==> src/rtl/sp_ram_arb_pkg.sv <==
// Shared constants for the two-port single-port-RAM arbiter.
// Port indices, starvation counter width and arbitration mode encodings.
package sp_ram_arb_pkg;
  localparam logic P0        = 1'b0;
  localparam logic P1        = 1'b1;
  localparam int   STARVE_W  = 4;
  localparam logic MODE_RR   = 1'b0;
  localparam logic MODE_PRIO = 1'b1;
endpackage

==> src/rtl/sp_ram_arb2_pick.sv <==
// Combinational winner select for two requesters.
// Round-robin uses last_grant; priority mode favours port 0 unless port 1 is starving.
module arb2_pick
  import sp_ram_arb_pkg::*;
(
  input  logic [1:0] valid,
  input  logic       mode,
  input  logic       last_grant,
  input  logic       starve,
  output logic [1:0] grant
);

  always_comb begin
    grant = 2'b00;
    case (valid)
      2'b01: grant = 2'b01;
      2'b10: grant = 2'b10;
      2'b11: begin
        if (mode == MODE_PRIO) grant = starve ? 2'b10 : 2'b01;
        else                   grant = (last_grant == P1) ? 2'b01 : 2'b10;
      end
      default: grant = 2'b00;
    endcase
  end

endmodule

==> src/rtl/sp_ram_arb2.sv <==
// Two-requester arbiter/sequencer for one read-first single-port RAM.
// Grants one access per cycle and routes the 1-cycle-late read data back to the winner.
module sp_ram_arb2
  import sp_ram_arb_pkg::*;
#(
  parameter int D          = 18,
  parameter int A          = 10,
  parameter int STARVE_MAX = 4
) (
  input  logic           clk,
  input  logic           rst_n,
  input  logic           prio_mode,
  input  logic [1:0]     req_valid,
  input  logic [1:0]     req_we,
  input  logic [2*A-1:0] req_addr,
  input  logic [2*D-1:0] req_wdata,
  output logic [1:0]     req_ready,
  output logic [1:0]     rsp_valid,
  output logic [D-1:0]   rsp_rdata,
  output logic           ram_en,
  output logic           ram_we,
  output logic [A-1:0]   ram_addr,
  output logic [D-1:0]   ram_di,
  input  logic [D-1:0]   ram_dout
);

  logic                last_grant;
  logic [STARVE_W-1:0] starve_cnt;
  logic                starve;
  logic [1:0]          pick;
  logic [1:0]          grant;
  logic [1:0]          rsp_vld_p1;

  assign starve = (starve_cnt == STARVE_W'(STARVE_MAX));

  arb2_pick u_pick (
    .valid      (req_valid),
    .mode       (prio_mode),
    .last_grant (last_grant),
    .starve     (starve),
    .grant      (pick)
  );

  // No grants while reset is held, so nothing reaches the RAM during reset.
  assign grant     = rst_n ? pick : 2'b00;
  assign req_ready = grant;
  assign ram_en    = |grant;

  always_comb begin
    ram_we   = 1'b0;
    ram_addr = '0;
    ram_di   = '0;
    if (grant[P1]) begin
      ram_we   = req_we[P1];
      ram_addr = req_addr[A +: A];
      ram_di   = req_wdata[D +: D];
    end else if (grant[P0]) begin
      ram_we   = req_we[P0];
      ram_addr = req_addr[0 +: A];
      ram_di   = req_wdata[0 +: D];
    end
  end

  // Stage p0 -> p1: handshake becomes the response strobe alongside RAM read latency.
  always_ff @(posedge clk or negedge rst_n) begin
    if (!rst_n) begin
      last_grant <= P1;
      starve_cnt <= '0;
      rsp_vld_p1 <= 2'b00;
    end else begin
      rsp_vld_p1 <= grant;
      if (|grant) last_grant <= grant[P1];
      if (prio_mode == MODE_RR || !req_valid[P1] || grant[P1])
        starve_cnt <= '0;
      else if (!starve)
        starve_cnt <= starve_cnt + 1'b1;
    end
  end

  assign rsp_valid = rsp_vld_p1;
  assign rsp_rdata = (|rsp_vld_p1) ? ram_dout : '0;

endmodule

==> config.mk <==
export PLATFORM = sky130hd
export DESIGN_NAME = sp_ram_arb2
export DESIGN_NICKNAME = d
export VERILOG_FILES = /design/src/rtl/sp_ram_arb_pkg.sv /design/src/rtl/sp_ram_arb2_pick.sv /design/src/rtl/sp_ram_arb2.sv
export SDC_FILE = /design/constraint.sdc
export NUM_CORES = 1
export LEC_CHECK = 0
export ABC_AREA = 1
export CORE_ASPECT_RATIO = 0.8
export CORE_MARGIN = 2
export CORE_UTILIZATION = 27
export CTS_BUF_LIST = sky130_fd_sc_hd__clkbuf_8 sky130_fd_sc_hd__clkbuf_16
export DETAILED_ROUTE_END_ITERATION = 12
export PLACE_DENSITY = 0.87
export SKIP_CTS_REPAIR_TIMING = 1
export SKIP_LAST_GASP = 1
export SLEW_MARGIN = 25
export SYNTH_ARGS = -nofsm -noshare
export SYNTH_HDL_FRONTEND = slang
export SYNTH_SLANG_ARGS = --single-unit
==> constraint.sdc <==
create_clock -name clk -period 2.4 [get_ports clk]
set_input_delay 0.6 -clock clk [delete_from_list [all_inputs] [get_ports clk]]
set_output_delay 0.6 -clock clk [all_outputs]
set_load 0.05 [all_outputs]
==> results.tsv, run 1 <==
metric	value	unit
outcome	aborted with a tool error	
haltStage	5_1_grt	
error_line	[ERROR DPL-0033] detailed placement checks failed during check placement.	
cts_root_buf	clkbuf_8	
synth-seq-area-share	17.5	%
cts_max_path_buffers	2	
synth_cell_type_count	21	
netlist_instances	176	
numCtsBuffers	3	
grt_antenna_before_repair	0	
grt_max_degree	32	
synth_nets	259	
routabilityCongestion	0.744	
cts.sink_count	7	
syn-cell-area	0.00101	sq mm
dieWidth	72.4	um
syn_area_per_cell	5.74	sq um
ios	133	
cts.htree.levels	1	
ys_ff_latch	7	
dpl.hpwl	3940	um
initial_core_util	28.7	%
std_cell_rows	19	
die_h	58.7	um
io_buffers	132	
timing.worst_endpoint.kind	primary output	
grt-worst-endpoint	ram_addr[9]	
yosysWarnings	0	
-- kinds of logic after synthesis --
kind of cell               share of synthesized area (%)
xor gates and xnor gates                            1.73
adders and majority gates                           2.47
buffers and inverters                               27.6
DFF                                                 17.5
and+or+nand+nor                                     32.9
AOI/OAI and AO/OA                                   17.8
-- per-stage QoR --
step	TNS (ns)	setup slack [ns]	area (sq um)	cells	util (%)
2_1_floorplan	-1.61	-0.0555	1010	176	-
3_3_place_gp	-7.96	-0.281	2950	351	83.8
3_5_place_dp	-11.70	-0.422	2950	351	83.8
4_1_cts	-12.19	-0.433	2990	355	85.1
-- cells in the mapped netlist, drive strengths merged --
master / count / area share [%]
ha: 2 / 2.5
nand4: 1 / 0.62
a21boi: 1 / 0.74
dfrtp: 6 / 15
nand3: 33 / 18
nand2: 8 / 5.7
nor2: 23 / 8.5
dfstp: 1 / 2.6
a31oi: 1 / 0.62
o21ai: 31 / 16
xor2: 2 / 1.7
o21a: 1 / 0.74
inv: 56 / 21
buf: 10 / 6.8
==> run 2, diff against run 1 <==
--- a/config.mk
+++ b/config.mk
@@ -6,12 +6,10 @@
 export NUM_CORES = 1
 export LEC_CHECK = 0
 export ABC_AREA = 1
-export CORE_ASPECT_RATIO = 0.8
 export CORE_MARGIN = 2
 export CORE_UTILIZATION = 27
-export CTS_BUF_LIST = sky130_fd_sc_hd__clkbuf_8 sky130_fd_sc_hd__clkbuf_16
 export DETAILED_ROUTE_END_ITERATION = 12
-export PLACE_DENSITY = 0.87
+export PLACE_DENSITY_LB_ADDON = 0.15
 export SKIP_CTS_REPAIR_TIMING = 1
 export SKIP_LAST_GASP = 1
 export SLEW_MARGIN = 25
==> run 2 against run 1 <==
Effect of this change: the flow now finishes, with violations (negative setup slack); synthesized cell count is the same; area after synthesis is the same.
==> results.tsv, run 2 <==
metric	value	unit	change
cp_top_family	simple AND/OR/NAND/NOR gates		
pwr_density_cell	359	mW/mm^2	
ios	133		unchanged
clk_latency	0.23	ns	
die_h	65.2	um	+11%
critPathBufInv	3		
finalWirelength	6900	um	
synth_compound_area_share	17.8	%	unchanged
violations	negative setup slack		
ys_top_cells_by_area	inv_1 (21%), nand3_1 (15%), dfrtp_1 (15%)		
core_area	0.00363	sq mm	
synth-adder-area-share	2.48	%	unchanged
drive_gt1_share	37.5	%	
met3_usage	6.68	%	
synth_mux_area_share	0	%	unchanged
grt_remaining_overflow	0		
fin_crit_sh	104	%	
grt_pass1_wl	7180	um	
grt_max_degree	33		
reg2regPathDepth	11		
synth_nets	259		unchanged
most-common-layout-cells	clkdlybuf4s50_1 (78), inv_1 (54), buf_12 (54), nand3_1 (26), o21ai_2 (25)		
worst_slew_pin_slew	0.516	ns	
fin_area	0.00334	sq mm	
io_buffers	132		unchanged
track_usage	21.0	%	
maxCapViolations	0		
critical_path_class	reg2out		
use_met2	40.9	%	
setup_viol	30		
ys_ff_latch	7		unchanged
worst_slack	-0.0990	ns	
worst_path_max_delay_cell	dfrtp_1		
synthFlopType	dfrtp_1		
routabilityCongestion	0.740		-0.56%
initialDrtViolationCount	120		
route.detailed.drc	0		
tns	-1.39	ns	
post_synth_and_or_nand_nor_area_fraction	32.9	%	unchanged
p_leak	0.00160	uW	
diodes	0		
cts_root_buf	clkbuf_8		
largest_register_ffs	4		
synthTopCellsByCount	inv_1 (56), nand3_1 (31), o21ai_0 (25)		
synth-seq-area-share	17.5	%	unchanged
syn_to_final_growth	231	%	
cts.htree.levels	1		unchanged
vias_per_cell	5.02		
fin_util	92.0	%	
hold_viol	0		
nets	407		
grt_antenna_before_repair	0		
synth-xor-area-share	1.73	%	unchanged
instances_no_fill	371		
maxSlewViolCount	0		
post-place-ws	-0.334	ns	+0.0877 ns
peakVddDrop	0.211	mV	
cts.sink_count	7		unchanged
initial_core_util	27.8	%	-0.91 points
endpoint_kind	output pin		
dp_cells	358		+2.0%
async_flop_share	100	%	unchanged
synth_top_family_by_area	simple AND/OR/NAND/NOR gates		
crit_path_start	starve_cnt[0]		
grt_pass1_vias	1699		
placed_cell_area	0.00296	sq mm	+0.51%
dieWidth	65.2	um	-10%
top_usage_layer	met2		
vias	1864		
rsz0062_at_grt	yes		
yosysMostFrequentCell	inv_1		
syn_area_per_cell	5.74	sq um	unchanged
crit_chain	inv_2 -> ha_4 -> nand3_4 -> nand2_4 -> nand2_4 -> nand2_8 -> buf_4 -> nand3_1 -> o21ai_2 -> buf_12		
cp_slowest_stage_delay	0.43	ns	
r2r_start	starve_cnt[0]		
crit_top_cell	nand2_4		
numCtsBuffers	3		unchanged
yosysWarnings	0		unchanged
cp.required	1.80	ns	
synth_cell_type_count	21		unchanged
cts_tree	done		
final_common_cell	clkdlybuf4s50_1		
routedWlPerCell	18.6	um	
regMostFlops	starve_cnt		
layout_min_cycle_time	2.50	ns	
dpl.hpwl	3900	um	-0.90%
synth-edff-count	0		unchanged
synth.top_cell.area_share	20.8	%	unchanged
finClkSkew	0.00262	ns	
die-area	0.00425	sq mm	
outcome	finished with violations		
netlist_instances	176		unchanged
reg2reg_to	starve_cnt[2]		
min-delay-path-class	in2async		
drtAntennaViolNets	0		
rrSetupSlack	0.69	ns	
std_cell_rows	22		+3
worst_ep_arrival_time	1.90	ns	
grt_util_met1	21.5	%	
cts_max_path_buffers	2		unchanged
yosysTopAreaCell	inv_1		
clock.fmax	400	MHz	
syn-cell-area	0.00101	sq mm	unchanged
firstDrtPassIters	4		
path_clk_slew	0.04	ns	
slew_headroom	65.5	%	
start_kind	flip-flop		
critPathMaxFanout	6		
[run 2: report_power, final]
part / leakage, uW / internal [uW] / total [uW] / switching [uW]
Clock: 0.0000228 / 115 / 170 / 55.1
Combinational: 0.00148 / 441 / 896 / 455
Sequential: 0.0000917 / 126 / 132 / 6.10
[run 2: final cells by class]
| class | instances | area [sq um] |
|---|---|---|
| repair buffers | 153 | 2080 |
| multi-input cells | 103 | 769 |
| fillers | 129 | 290 |
| inverters | 56 | 210 |
| flip-flops and latches | 7 | 176 |
| well taps | 48 | 60.1 |
| clock buffers | 4 | 45.0 |
[run 2: cells by family (layout without fill, tap and decap cells)]
group | count (synthesis) | after routing
AND/OR/NAND/NOR | 65 | 65
adder cells (fa/ha/maj) | 2 | 2
buffers and inverters | 66 | 213
AO/OA/AOI/OAI | 34 | 34
XOR/XNOR | 2 | 2
flip-flops | 7 | 7
[run 2: worst max path at each step]
stage                        to  slack (ns)  cells after the start
floorplan           ram_addr[0]       -0.06                      8
global placement    ram_addr[0]       -0.30                      9
detailed placement  ram_addr[0]       -0.33                      9
CTS                 ram_addr[0]       -0.34                      8
global route        ram_addr[3]       -0.14                     10
finish              ram_addr[3]        -0.1                     10
[run 2: layer usage]
metal	part of all wire, %	vias to the layer above
li1	-	833
met1	33	885
met2	55	124
met3	8.9	22
met4	2.8	0
met5	0	-
[run 2: per-stage QoR]
step,hold slack [ns],power (uW)
final,0.451,1200
after global routing,0.466,1240
after CTS,0.488,1110
after detailed placement,0.481,937
after global placement,0.470,925
after floorplan,0.304,474
Note: power is estimated with default switching activity, not from simulation.
==> run 3, diff against run 2 <==
--- a/config.mk
+++ b/config.mk
@@ -10,6 +10,7 @@
 export CORE_UTILIZATION = 27
 export DETAILED_ROUTE_END_ITERATION = 12
 export PLACE_DENSITY_LB_ADDON = 0.15
+export RECOVER_POWER = 100
 export SKIP_CTS_REPAIR_TIMING = 1
 export SKIP_LAST_GASP = 1
 export SLEW_MARGIN = 25
==> run 3 against run 2 <==
Effect of this change: the run still ends with negative setup slack left; flip-flop and latch count unchanged; core utilization unchanged; count of clock-buffer cells in the layout unchanged; register-to-register slack about the same; non-clock buffer count unchanged; via count up 0.27%; routed wire length down 0.29%; sequential share of layout area unchanged; final cell count unchanged; maximum frequency about the same; power about the same; clock skew about the same; critical endpoint unchanged; largest power group unchanged.
==> results.tsv, run 3 (same netlist as run 2, synthesis figures left out) <==
metric	value	unit	change
core_area	0.00363	sq mm	unchanged
initial_core_util	27.8	%	unchanged
die-area	0.00425	sq mm	unchanged
reg2reg_to	starve_cnt[2]		
firstDrtPassIters	4		unchanged
nets	407		unchanged
cp.required	1.80	ns	about the same
dieWidth	65.2	um	unchanged
r2r_start	starve_cnt[0]		
hold_viol	0		unchanged
cp_slowest_stage_delay	0.43	ns	about the same
ios	133		unchanged
io_buffers	132		unchanged
grt_remaining_overflow	0		unchanged
crit_chain	inv_2 -> ha_4 -> nand3_4 -> nand2_4 -> nand2_4 -> nand2_8 -> buf_4 -> nand3_1 -> o21ai_2 -> buf_12		
finalWirelength	6880	um	-0.29%
p_leak	0.00160	uW	about the same
route.detailed.drc	0		unchanged
cts.htree.levels	1		unchanged
drive_gt1_share	37.5	%	unchanged
tns	-1.36	ns	+0.0254 ns
dp_cells	358		unchanged
diodes	0		unchanged
layout_min_cycle_time	2.50	ns	-0.00144 ns
pwr_density_cell	358	mW/mm^2	about the same
worst_slew_pin_slew	0.516	ns	+0.0000000596 ns
std_cell_rows	22		unchanged
syn_to_final_growth	231	%	unchanged
worst_slack	-0.0976	ns	+0.00144 ns
path_clk_slew	0.04	ns	about the same
clk_latency	0.23	ns	about the same
cp_top_family	simple AND/OR/NAND/NOR gates		
numCtsBuffers	3		unchanged
grt_pass1_wl	7180	um	unchanged
final_common_cell	clkdlybuf4s50_1		
violations	negative setup slack		
peakVddDrop	0.211	mV	about the same
track_usage	21.0	%	unchanged
routabilityCongestion	0.740		unchanged
fin_crit_sh	104	%	about the same
rrSetupSlack	0.69	ns	about the same
cts_max_path_buffers	2		unchanged
largest_register_ffs	4		unchanged
cts.sink_count	7		unchanged
critPathBufInv	3		unchanged
worst_ep_arrival_time	1.90	ns	about the same
vias	1869		+0.27%
cts_root_buf	clkbuf_8		
crit_top_cell	nand2_4		
regMostFlops	starve_cnt		
initialDrtViolationCount	120		unchanged
rsz0062_at_grt	yes		
finClkSkew	0.00269	ns	+0.0000720 ns
clock.fmax	400	MHz	about the same
critPathMaxFanout	6		unchanged
most-common-layout-cells	clkdlybuf4s50_1 (78), inv_1 (54), buf_12 (54), nand3_1 (26), o21ai_2 (25)		
dpl.hpwl	3900	um	unchanged
instances_no_fill	371		unchanged
min-delay-path-class	in2async		
setup_viol	30		unchanged
grt_max_degree	33		unchanged
worst_path_max_delay_cell	dfrtp_1		
reg2regPathDepth	11		unchanged
drtAntennaViolNets	0		unchanged
maxSlewViolCount	0		unchanged
slew_headroom	65.5	%	unchanged
fill_cells	129		unchanged
grt_pass1_vias	1699		unchanged
endpoint_kind	output pin		
start_kind	flip-flop		
die_h	65.2	um	unchanged
vias_per_cell	5.04		+0.27%
critical_path_class	reg2out		
cts_tree	done		
maxCapViolations	0		unchanged
routedWlPerCell	18.6	um	-0.29%
outcome	finished with violations		
grt_antenna_before_repair	0		unchanged
run 3: changes by cell type in the layout (fill, tap and decap cells not counted), sizes merged:
| cell | change |
|---|---|
| buf | -1 |
| clkbuf | +1 |
run 3: stage by stage:
stage	hold slack [ns]	util [%]	cell area (sq um)	power [uW]	worst slack, ns
after floorplan	0.304	-	1010	474	-0.0555
after global placement	0.470	81.6	2960	925	-0.301
after detailed placement	0.481	81.6	2960	937	-0.334
after CTS	0.488	82.8	3010	1110	-0.342
after global routing	0.464	92.0	3340	1240	-0.137
final	0.443	92.0	3340	1200	-0.0976
run 3: area by class of cell:
type	count	area, sq um	area share [%]
inverters	56	210	6.29
flip-flops and latches	7	176	5.28
well taps	48	60.1	1.80
repair buffers	153	2080	62.3
multi-input cells	103	769	23.0
clock buffers	4	45.0	1.35
run 3: worst reg2reg max path, stage by stage (launching register included):
cell and delay [ns]:
dfrtp_1 0.43, inv_2 0.12, ha_4 0.16, nand3_4 0.11, nand2_4 0.10, nand2_4 0.08, nand2_8 0.11, buf_6 0.16
nand2_4 0.05, buf_4 0.15, nand2_4 0.07, nor2_1 0.04
run 3: where the power goes:
part / switching [uW] / internal (uW)
clock: 54.9 / 115
combinational: 455 / 441
sequential: 6.09 / 126
total: 516 / 682
run 3: worst max path at each step:
stage / depth (start not counted) / start / endpoint
detailed placement: 9 / prio_mode / ram_addr[0]
global route: 10 / starve_cnt[1] / ram_addr[3]
floorplan: 8 / starve_cnt[0] / ram_addr[0]
finish: 10 / starve_cnt[0] / ram_addr[3]
global placement: 9 / prio_mode / ram_addr[0]
CTS: 8 / prio_mode / ram_addr[0]
run 3: per-layer routing:
layer  up-vias  track usage, %  part of all wire (%)
met5         -               0                     0
li1        834               -                     -
met3        20            6.68                   8.7
met4         0            4.69                   3.0
met2       122            40.9                    55
met1       893            21.5                    33
